`src/rtl/reg_scoreboard_pkg.sv`:
```
// Shared types and sizes for the issue-stage register scoreboard.
// One entry per architectural register: a busy flag plus a countdown to forward availability.
package reg_scoreboard_pkg;

    localparam int NREG      = 32;
    localparam int NISSUE    = 2;
    localparam int NWB       = 2;
    localparam int LAT_W     = 3;
    localparam int REGADDR_W = 5;

    typedef logic [REGADDR_W-1:0] regaddr_t;
    typedef logic [LAT_W-1:0]     lat_t;

    typedef struct packed {
        logic busy;
        lat_t cnt;
    } sb_entry_t;

    // A latency of 0 still takes one cycle to reach a forward source.
    function automatic lat_t eff_lat(input lat_t lat);
        return (lat == '0) ? lat_t'(1) : lat;
    endfunction

endpackage

```
`src/rtl/reg_scoreboard_hazard_check.sv`:
```
// RAW and WAW hazard check for one issue slot against the current (pre-update) scoreboard.
// Intra-bundle and in-order terms are resolved in the top level.
module reg_scoreboard_hazard_check
    import reg_scoreboard_pkg::*;
(
    input  sb_entry_t [NREG-1:0] entries,
    input  logic                 wen,
    input  regaddr_t             rd,
    input  lat_t                 lat,
    input  regaddr_t             rs1,
    input  regaddr_t             rs2,
    output logic                 ok
);

    logic raw1;
    logic raw2;
    logic waw;

    // busy with cnt==0 means the value already sits on a bypass source.
    assign raw1 = (rs1 != '0) && entries[rs1].busy && (entries[rs1].cnt != '0);
    assign raw2 = (rs2 != '0) && entries[rs2].busy && (entries[rs2].cnt != '0);

    // An older write landing after ours would leave a stale value in the register.
    assign waw  = wen && (rd != '0) && entries[rd].busy && (entries[rd].cnt > eff_lat(lat));

    assign ok   = !(raw1 || raw2 || waw);

endmodule

```
`src/rtl/reg_scoreboard.sv`:
```
// Issue-stage register scoreboard: set on issue, count down per cycle, clear on writeback/flush.
// Optional SCOREBOARD_PERF_EN adds a 64-bit stall_cycles counter for slot 0.
module reg_scoreboard
    import reg_scoreboard_pkg::*;
(
    input  logic                     clk,
    input  logic                     rst,
    input  logic     [NISSUE-1:0]    iss_valid,
    input  logic     [NISSUE-1:0]    iss_wen,
    input  regaddr_t [NISSUE-1:0]    iss_rd,
    input  lat_t     [NISSUE-1:0]    iss_lat,
    input  regaddr_t [NISSUE-1:0]    iss_rs1,
    input  regaddr_t [NISSUE-1:0]    iss_rs2,
    input  logic     [NISSUE-1:0]    iss_fire,
    input  logic     [NWB-1:0]       wb_wen,
    input  regaddr_t [NWB-1:0]       wb_waddr,
    input  logic                     flush,
    output logic     [NISSUE-1:0]    issue_ok,
    output logic     [NREG-1:0]      busy_vec
`ifdef SCOREBOARD_PERF_EN
    ,
    output logic     [63:0]          stall_cycles
`endif
);

    sb_entry_t [NREG-1:0] entries;
    sb_entry_t [NREG-1:0] entries_nxt;
    logic      [NISSUE-1:0] hz_ok;
    logic      slot0_writes;
    logic      intra;

    for (genvar s = 0; s < NISSUE; s++) begin : g_hz
        reg_scoreboard_hazard_check u_hz (
            .entries (entries),
            .wen     (iss_wen[s]),
            .rd      (iss_rd[s]),
            .lat     (iss_lat[s]),
            .rs1     (iss_rs1[s]),
            .rs2     (iss_rs2[s]),
            .ok      (hz_ok[s])
        );
    end

    // Slot 1 cannot consume or overwrite what slot 0 produces in the same bundle.
    assign slot0_writes = iss_valid[0] && iss_wen[0] && (iss_rd[0] != '0);
    assign intra        = slot0_writes && ((iss_rd[0] == iss_rs1[1]) ||
                                           (iss_rd[0] == iss_rs2[1]) ||
                                           (iss_rd[0] == iss_rd[1]));

    assign issue_ok[0] = iss_valid[0] && hz_ok[0];
    assign issue_ok[1] = iss_valid[1] && hz_ok[1] && issue_ok[0] && !intra;

    // Later steps override earlier ones: decrement, writeback, flush, issue.
    always_comb begin
        entries_nxt = entries;
        for (int r = 0; r < NREG; r++) begin
            if (entries[r].busy && (entries[r].cnt != '0)) begin
                entries_nxt[r].cnt = entries[r].cnt - lat_t'(1);
            end
        end
        for (int w = 0; w < NWB; w++) begin
            if (wb_wen[w] && (wb_waddr[w] != '0)) begin
                entries_nxt[wb_waddr[w]] = '0;
            end
        end
        if (flush) begin
            entries_nxt = '0;
        end else begin
            for (int s = 0; s < NISSUE; s++) begin
                if (iss_fire[s] && iss_wen[s] && (iss_rd[s] != '0)) begin
                    entries_nxt[iss_rd[s]].busy = 1'b1;
                    entries_nxt[iss_rd[s]].cnt  = eff_lat(iss_lat[s]);
                end
            end
        end
    end

    always_ff @(posedge clk) begin
        if (rst) begin
            entries <= '0;
        end else begin
            entries <= entries_nxt;
        end
    end

    always_comb begin
        for (int r = 0; r < NREG; r++) begin
            busy_vec[r] = entries[r].busy;
        end
    end

`ifdef SCOREBOARD_PERF_EN
    always_ff @(posedge clk) begin
        if (rst) begin
            stall_cycles <= '0;
        end else if (iss_valid[0] && !issue_ok[0] && !flush) begin
            stall_cycles <= stall_cycles + 64'd1;
        end
    end
`endif

    fire_needs_ok: assert property (@(posedge clk) disable iff (rst)
        ((iss_fire & ~issue_ok) == '0));

endmodule

```
`config.mk`:
```
export PLATFORM = sky130hd
export DESIGN_NAME = reg_scoreboard
export DESIGN_NICKNAME = d
export VERILOG_FILES = /design/src/rtl/reg_scoreboard_pkg.sv /design/src/rtl/reg_scoreboard_hazard_check.sv /design/src/rtl/reg_scoreboard.sv
export SDC_FILE = /design/constraint.sdc
export NUM_CORES = 1
export LEC_CHECK = 0
export CAP_MARGIN = 20
export CORE_ASPECT_RATIO = 0.9
export CORE_MARGIN = 1
export CORE_UTILIZATION = 45
export CTS_CLUSTER_DIAMETER = 80
export DETAILED_ROUTE_END_ITERATION = 16
export PLACE_DENSITY = 0.68
export SKIP_CTS_REPAIR_TIMING = 1
export SLEW_MARGIN = 0
export SYNTH_ARGS = -nofsm -noshare
export SYNTH_HDL_FRONTEND = slang
export SYNTH_HIERARCHICAL = 1
export SYNTH_SLANG_ARGS = --single-unit
```
`constraint.sdc`:
```
create_clock -name clk -period 6.05 [get_ports clk]
set_input_delay 0.9075 -clock clk [delete_from_list [all_inputs] [get_ports clk]]
set_output_delay 0.9075 -clock clk [all_outputs]
set_load 0.01 [all_outputs]
```
Yosys cells after proc, flatten, opt, wreduce, memory -nomap -nowiden

Index checks and enable logic that the tools add are counted.

Register bits: 128
Output and inout port bits: 34

Add/subtract/negate cells: 32
Magnitude comparators: 14
Equal/unequal tests: 3
Muxes and demuxes: 67
Bitwise logic cells: 4
Reduce and logical (&&, ||, !) cells: 119

Operators with widths:

| cell                  | count |
|---|---|
| $mux W128             | 5 |
| $bwmux W128           | 4 |
| $and A128 B128 Y128   | 2 |
| $not A128 Y128        | 2 |
| $bmux W4 S5           | 6 |
| $demux W4 S5          | 6 |
| $mux W3               | 36 |
| $reduce_bool A3 Y1    | 36 |
| $sub A3 B1 Y3 const B | 32 |
| $logic_and A1 B1 Y1   | 63 |
| $lt A5 B6 Y1 const B  | 8 |
| $mux W4               | 10 |
| $reduce_bool A5 Y1    | 8 |
| $ge A5 B1 Y1 const B  | 4 |
| $eq A5 B5 Y1          | 3 |
| $gt A3 B3 Y1          | 2 |
| $logic_not A3 Y1      | 2 |
| $logic_or A1 B1 Y1    | 6 |
| $logic_not A1 Y1      | 3 |
| $reduce_or A2 Y1      | 1 |

Depth between registers and ports, before layout

Word-level depth: 16
Gate-level depth with buffers: 17

Hierarchy

The synthesis kept the hierarchy.

By module, submodules not included:

| module                      | instances | cells an instance | area each (µm²) | seq. area each (µm²) |
|---|---|---|---|---|
| reg_scoreboard              | 1         | 1147              | 9412.8          | 2562.5 |
| reg_scoreboard_hazard_check | 2         | 236               | 2123.3          | 0.0 |

Least setup slack after synthesis

No wires, ideal clock.

Path type: input port to output port
From: input iss_rd[0] (netlist bit)
To: output issue_ok[1]
Arrival: 3769 ps
Path slack: 1374 ps
Stages: 16
Path buffers: 2
Cells stage by stage: buf_2 -> buf_2 -> mux4_2 -> a21oi_1 -> a21oi_1 -> nor3_1 -> nor2_1 -> ha_1 -> a21o_1 -> a21oi_1 -> a311oi_1 -> nand3_1 -> and4_1 -> and2_1 -> nand3_1 -> a41oi_1

Longest elaborated chain between the ends: 9

Ends and longest elaborated chain:

| item                                                                 | RTL line                          | source |
|---|---|---|
| start, declared                                                      | reg_scoreboard.sv:10              | `input regaddr_t [NISSUE-1:0] iss_rd,` |
| $bmux W4 S5 or $reduce_bool A5 Y1 (tied branches)                    | reg_scoreboard_hazard_check.sv:24 | `assign waw = wen && (rd != '0) && entries[rd].busy && (entries[rd].cnt > eff_lat(lat));` |
| $mux W4 (not written as such) or $logic_and A1 B1 Y1 (tied branches) | reg_scoreboard_hazard_check.sv:24 |  |
| $gt A3 B3 Y1 or $logic_and A1 B1 Y1 (tied branches)                  | reg_scoreboard_hazard_check.sv:24 |  |
| $logic_and A1 B1 Y1 (*)                                              | reg_scoreboard_hazard_check.sv:24 |  |
| $logic_or A1 B1 Y1 (*)                                               | reg_scoreboard_hazard_check.sv:26 | `assign ok = !(raw1 \|\| raw2 \|\| waw);` |
| $logic_not A1 Y1 (*)                                                 | reg_scoreboard_hazard_check.sv:26 |  |
| named net hz_ok[0]                                                   | reg_scoreboard.sv:28              | `logic [NISSUE-1:0] hz_ok;` |
| $logic_and A1 B1 Y1 (*)                                              | reg_scoreboard.sv:50              | `assign issue_ok[0] = iss_valid[0] && hz_ok[0];` |
| named net issue_ok[0]                                                | reg_scoreboard.sv:18              | `output logic [NISSUE-1:0] issue_ok,` |
| $logic_and A1 B1 Y1 (*) (2 in a row)                                 | reg_scoreboard.sv:51              | `assign issue_ok[1] = iss_valid[1] && hz_ok[1] && issue_ok[0] && !intra;` |
| end, declared                                                        | reg_scoreboard.sv:18              |  |

Mark *: on every way through the listed nets, which the timed path passes. The rest lies on a longest branch. The select of a mux whose other input is x is not followed.

Worst setup path after layout

From: input iss_rd[0] (netlist bit)
To: output issue_ok[1]

Longest elaborated chain between the ends: 9

Ends and longest elaborated chain:

| item                                                                 | RTL line |
|---|---|
| $bmux W4 S5 or $reduce_bool A5 Y1 (tied branches)                    | reg_scoreboard_hazard_check.sv:24 |
| $mux W4 (not written as such) or $logic_and A1 B1 Y1 (tied branches) | reg_scoreboard_hazard_check.sv:24 |
| $gt A3 B3 Y1 or $logic_and A1 B1 Y1 (tied branches)                  | reg_scoreboard_hazard_check.sv:24 |
| $logic_and A1 B1 Y1 (*)                                              | reg_scoreboard_hazard_check.sv:24 |
| $logic_or A1 B1 Y1 (*)                                               | reg_scoreboard_hazard_check.sv:26 |
| $logic_not A1 Y1 (*)                                                 | reg_scoreboard_hazard_check.sv:26 |
| named net hz_ok[0]                                                   | reg_scoreboard.sv:28 |
| $logic_and A1 B1 Y1 (*)                                              | reg_scoreboard.sv:50 |
| $logic_and A1 B1 Y1 (*) (2 in a row)                                 | reg_scoreboard.sv:51 |

Marks and branches as above.

==> results.md <==
- Period utilization: 0.9238
- GP Congestion: 1.025
- Synth-to-Final Area Change: 10.63%
- DRT antenna net count: 0
- Standard-cell rows: 60
- Initial DRT Pass Iterations: 8
- CTS Sinks: 128
- Min Clock Period, post-route: 5.589 ns
- Mux share of post-synthesis cell area: 0.1753
- Core Area: 0.02988 mm2
- Total power: 0.002335 W
- Via count: 14.90k
- Hold Startpoint: entries[1]
- Pleak: 5.323 nW
- Initial drt markers: approximately 2.2k
- Adder-cell share of the synthesized area: 0.06412
- Synth Flop Type: dfxtp_1
- Die area: ~0.031 mm2
- DR WL/cell: between 20 and 30 um
- Compound-Gate Fraction of Synth Area: 0.2793
- Critical path required time: 5.14 ns
- Worst R2R Start: entries[72]
- Unique masters post-synth: 87
- Setup crit start: iss_rd[0]
- CTS tree: done
- Post-route cell area: ~0.015 mm2
- Global Route Usage Sum: 0.3806
- Most frequent cells in the layout: dfxtp_1 (128), inv_1 (117), nor2_1 (113), a21oi_1 (112), nand2_1 (104)
- Setup TNS: 0 ns
- First-pass GRT wire length: 86910 um
- Die W: 185.7 um
- Asr flop ratio synth: 0
- Worst setup SP type: primary input
- Crit-path cells: buf_2, buf_4, mux4_2, a21oi_1, a21oi_1, nor2_1, nor2_1, ha_1, a21o_1, a21oi_1, a311oi_1, nand3_1, and4_1, and2_1, nand3_1, a41oi_1, clkdlybuf4s50_1
- Vias in the first global route: 13.71k
- Vias per cell: 7.274
- Largest net degree at the start of global routing: 71
- Endpoint class of the critical path: output port
- Worst hold slack: 0.6020 ns
- Slowest cell on crit path: clkdlybuf4s50_1
- Max Clk Rate: 178.9 MHz
- Post-synthesis cell count: 1619
- WS Path Type: primary input to output port
- Worst-path clk slew: ~0.060 ns
- Die height: 167.3 um
- Most frequent CP cell: a21oi_1
- Syn_nets: 1746
- Cts bufs inserted: 17
- Pwr Density: 154.5 mW/mm2
- Remaining DRCs: 0
- Quantity of I/O buffers inserted on ports: 90
- Worst-case clock skew: 0.008383 ns
- Crit Path Max Fanout: 19
- Nets: roughly 1.8k
- Total gr overflow: 0
- # IOs: 91
- Area of placed instances: 0.01451 mm2
- Antenna violations before repair: 2
- DP HPWL: approximately 44000 um
- CP Data Arrival Time: 4.68 ns
- Initial cell density of the core: 0.4572
- H-tree depth: 4
- Slowest stage delay, CP: between 0.5 and 0.6 ns
- Final setup viols: 0
- VDD IR max: 0.1709 mV
- Max-slew violations: 0
- Drt total wl: 59710 um
- Synthesized flop and latch total: 128
- Final Hold Viols: 0
- Combinational family with the most area after synthesis: compound AO/OA/AOI/OAI gates
- Filler cell count: 2907
- Post-Synth Simple-Gate Area: 0.1707
- Cell area after synthesis: around 0.014 mm2
- Maxcap violations: 0
- CTS Root Buffer Type: clkbuf_16
- Unrepaired setup endpoints after global routing: false
- Commonest non-fill, non-tap cell in the layout: dfxtp_1
- Mean Syn Cell Area: 8.437 um2
- Seq/Total Area, Yosys: 0.1876
- Clk buf depth: 2
- Share of layout cells above drive strength 1: 0.1121
- EDFF count, synth: 0
- Hold crit path type: register to register
- Post-synthesis xor/xnor area fraction: 0.03014
- Status: complete, no violations
- Worst-Margin Slew: 1.152 ns
- Clk_lat worst skew: ~0.44 ns
- YS warnings: 6
- Worst relative slew slack: 0.2292
## registers in the layout, summed over array words and instances (netlist names)
name and flops:
entries 96, busy_vec 32
## routing by layer
layer,track usage,routed length [um],vias to the layer above
met1,0.5156,23370,7046
met3,0.1429,9498,234
li1,-,-,6303
met4,0.1860,3328,0
met5,0,0,-
met2,0.5253,23510,1321
## path summary, 6_finish.rpt
| check | to | cells past startpoint | slack (ns) |
|---|---|---|---|
| max | issue_ok[1] | 17 | 0.46 |
| min | entries[1] | 2 | 0.60 |
| max reg2reg | entries[73] | 7 | 3.75 |
| min reg2reg | entries[1] | 2 | 0.60 |
## cells in the mapped netlist, types with 18 or more instances
cell      number  share of area
a221oi_1      84          0.054
nand2b_1      34          0.016
o21ai_0       49          0.018
dfxtp_1      128           0.19
a22oi_1       18         0.0099
buf_2         31          0.011
inv_1        117          0.032
xnor2_1       39          0.025
a31oi_1       30          0.014
mux4_2        64           0.11
a211oi_1      66          0.036
nor2_1       113          0.031
o22ai_1       25          0.011
o311ai_0      19          0.012
o221ai_1      25          0.016
buf_4         36          0.020
clkbuf_1      47          0.013
mux2i_1       75          0.055
nand2_1      104          0.029
nor3_1        56          0.021
a21oi_1      112          0.041
ha_1          70          0.064
o31ai_1       44          0.024
## cells by family after synthesis
kind of cell,Yosys count
compound gates,534
xor+xnor,47
fa+ha+maj,70
buf+inv,254
flops,128
mux,149
simple gates,437
## through the flow
stage,utilization,instances,worst slack [ns]
finish,0.5057,2049,0.4607
global route,0.5054,2045,0.2418
CTS,0.5049,2043,0.5493
detailed placement,0.4855,2012,0.5562
global placement,0.4853,2011,0.6267
floorplan,-,1619,1.374
## power breakdown
part           leakage, nW  internal [W]  switching [W]
Combinational         4.02      0.000146       0.000281
Sequential            1.03      0.000846      0.0000114
Clock                0.274      0.000615       0.000434
Total                 5.32       0.00161       0.000727
## worst max-delay path: cells and delay by family
family,cells,cell delay (ns)
adders and majority gates,1,0.29
AOI/OAI and AO/OA,6,0.80
muxes,1,0.53
and+or+nand+nor,6,0.74
buffers and inverters,3,1.41
## area by class of cell
type / instances / area [um2] / share of cell area
antenna: 4 / 10.01 / 0.0006624
clock buffer: 18 / 439.2 / 0.02906
clock inverter: 13 / 140.1 / 0.009274
inverter: 117 / 439.2 / 0.02906
multi-input combinational: 1237 / 9842 / 0.6513
sequential: 128 / 2562 / 0.1696
tap: 403 / 504.2 / 0.03337
timing repair buffer: 129 / 1174 / 0.07767
No activity file was read; power rests on OpenSTA's default activity.
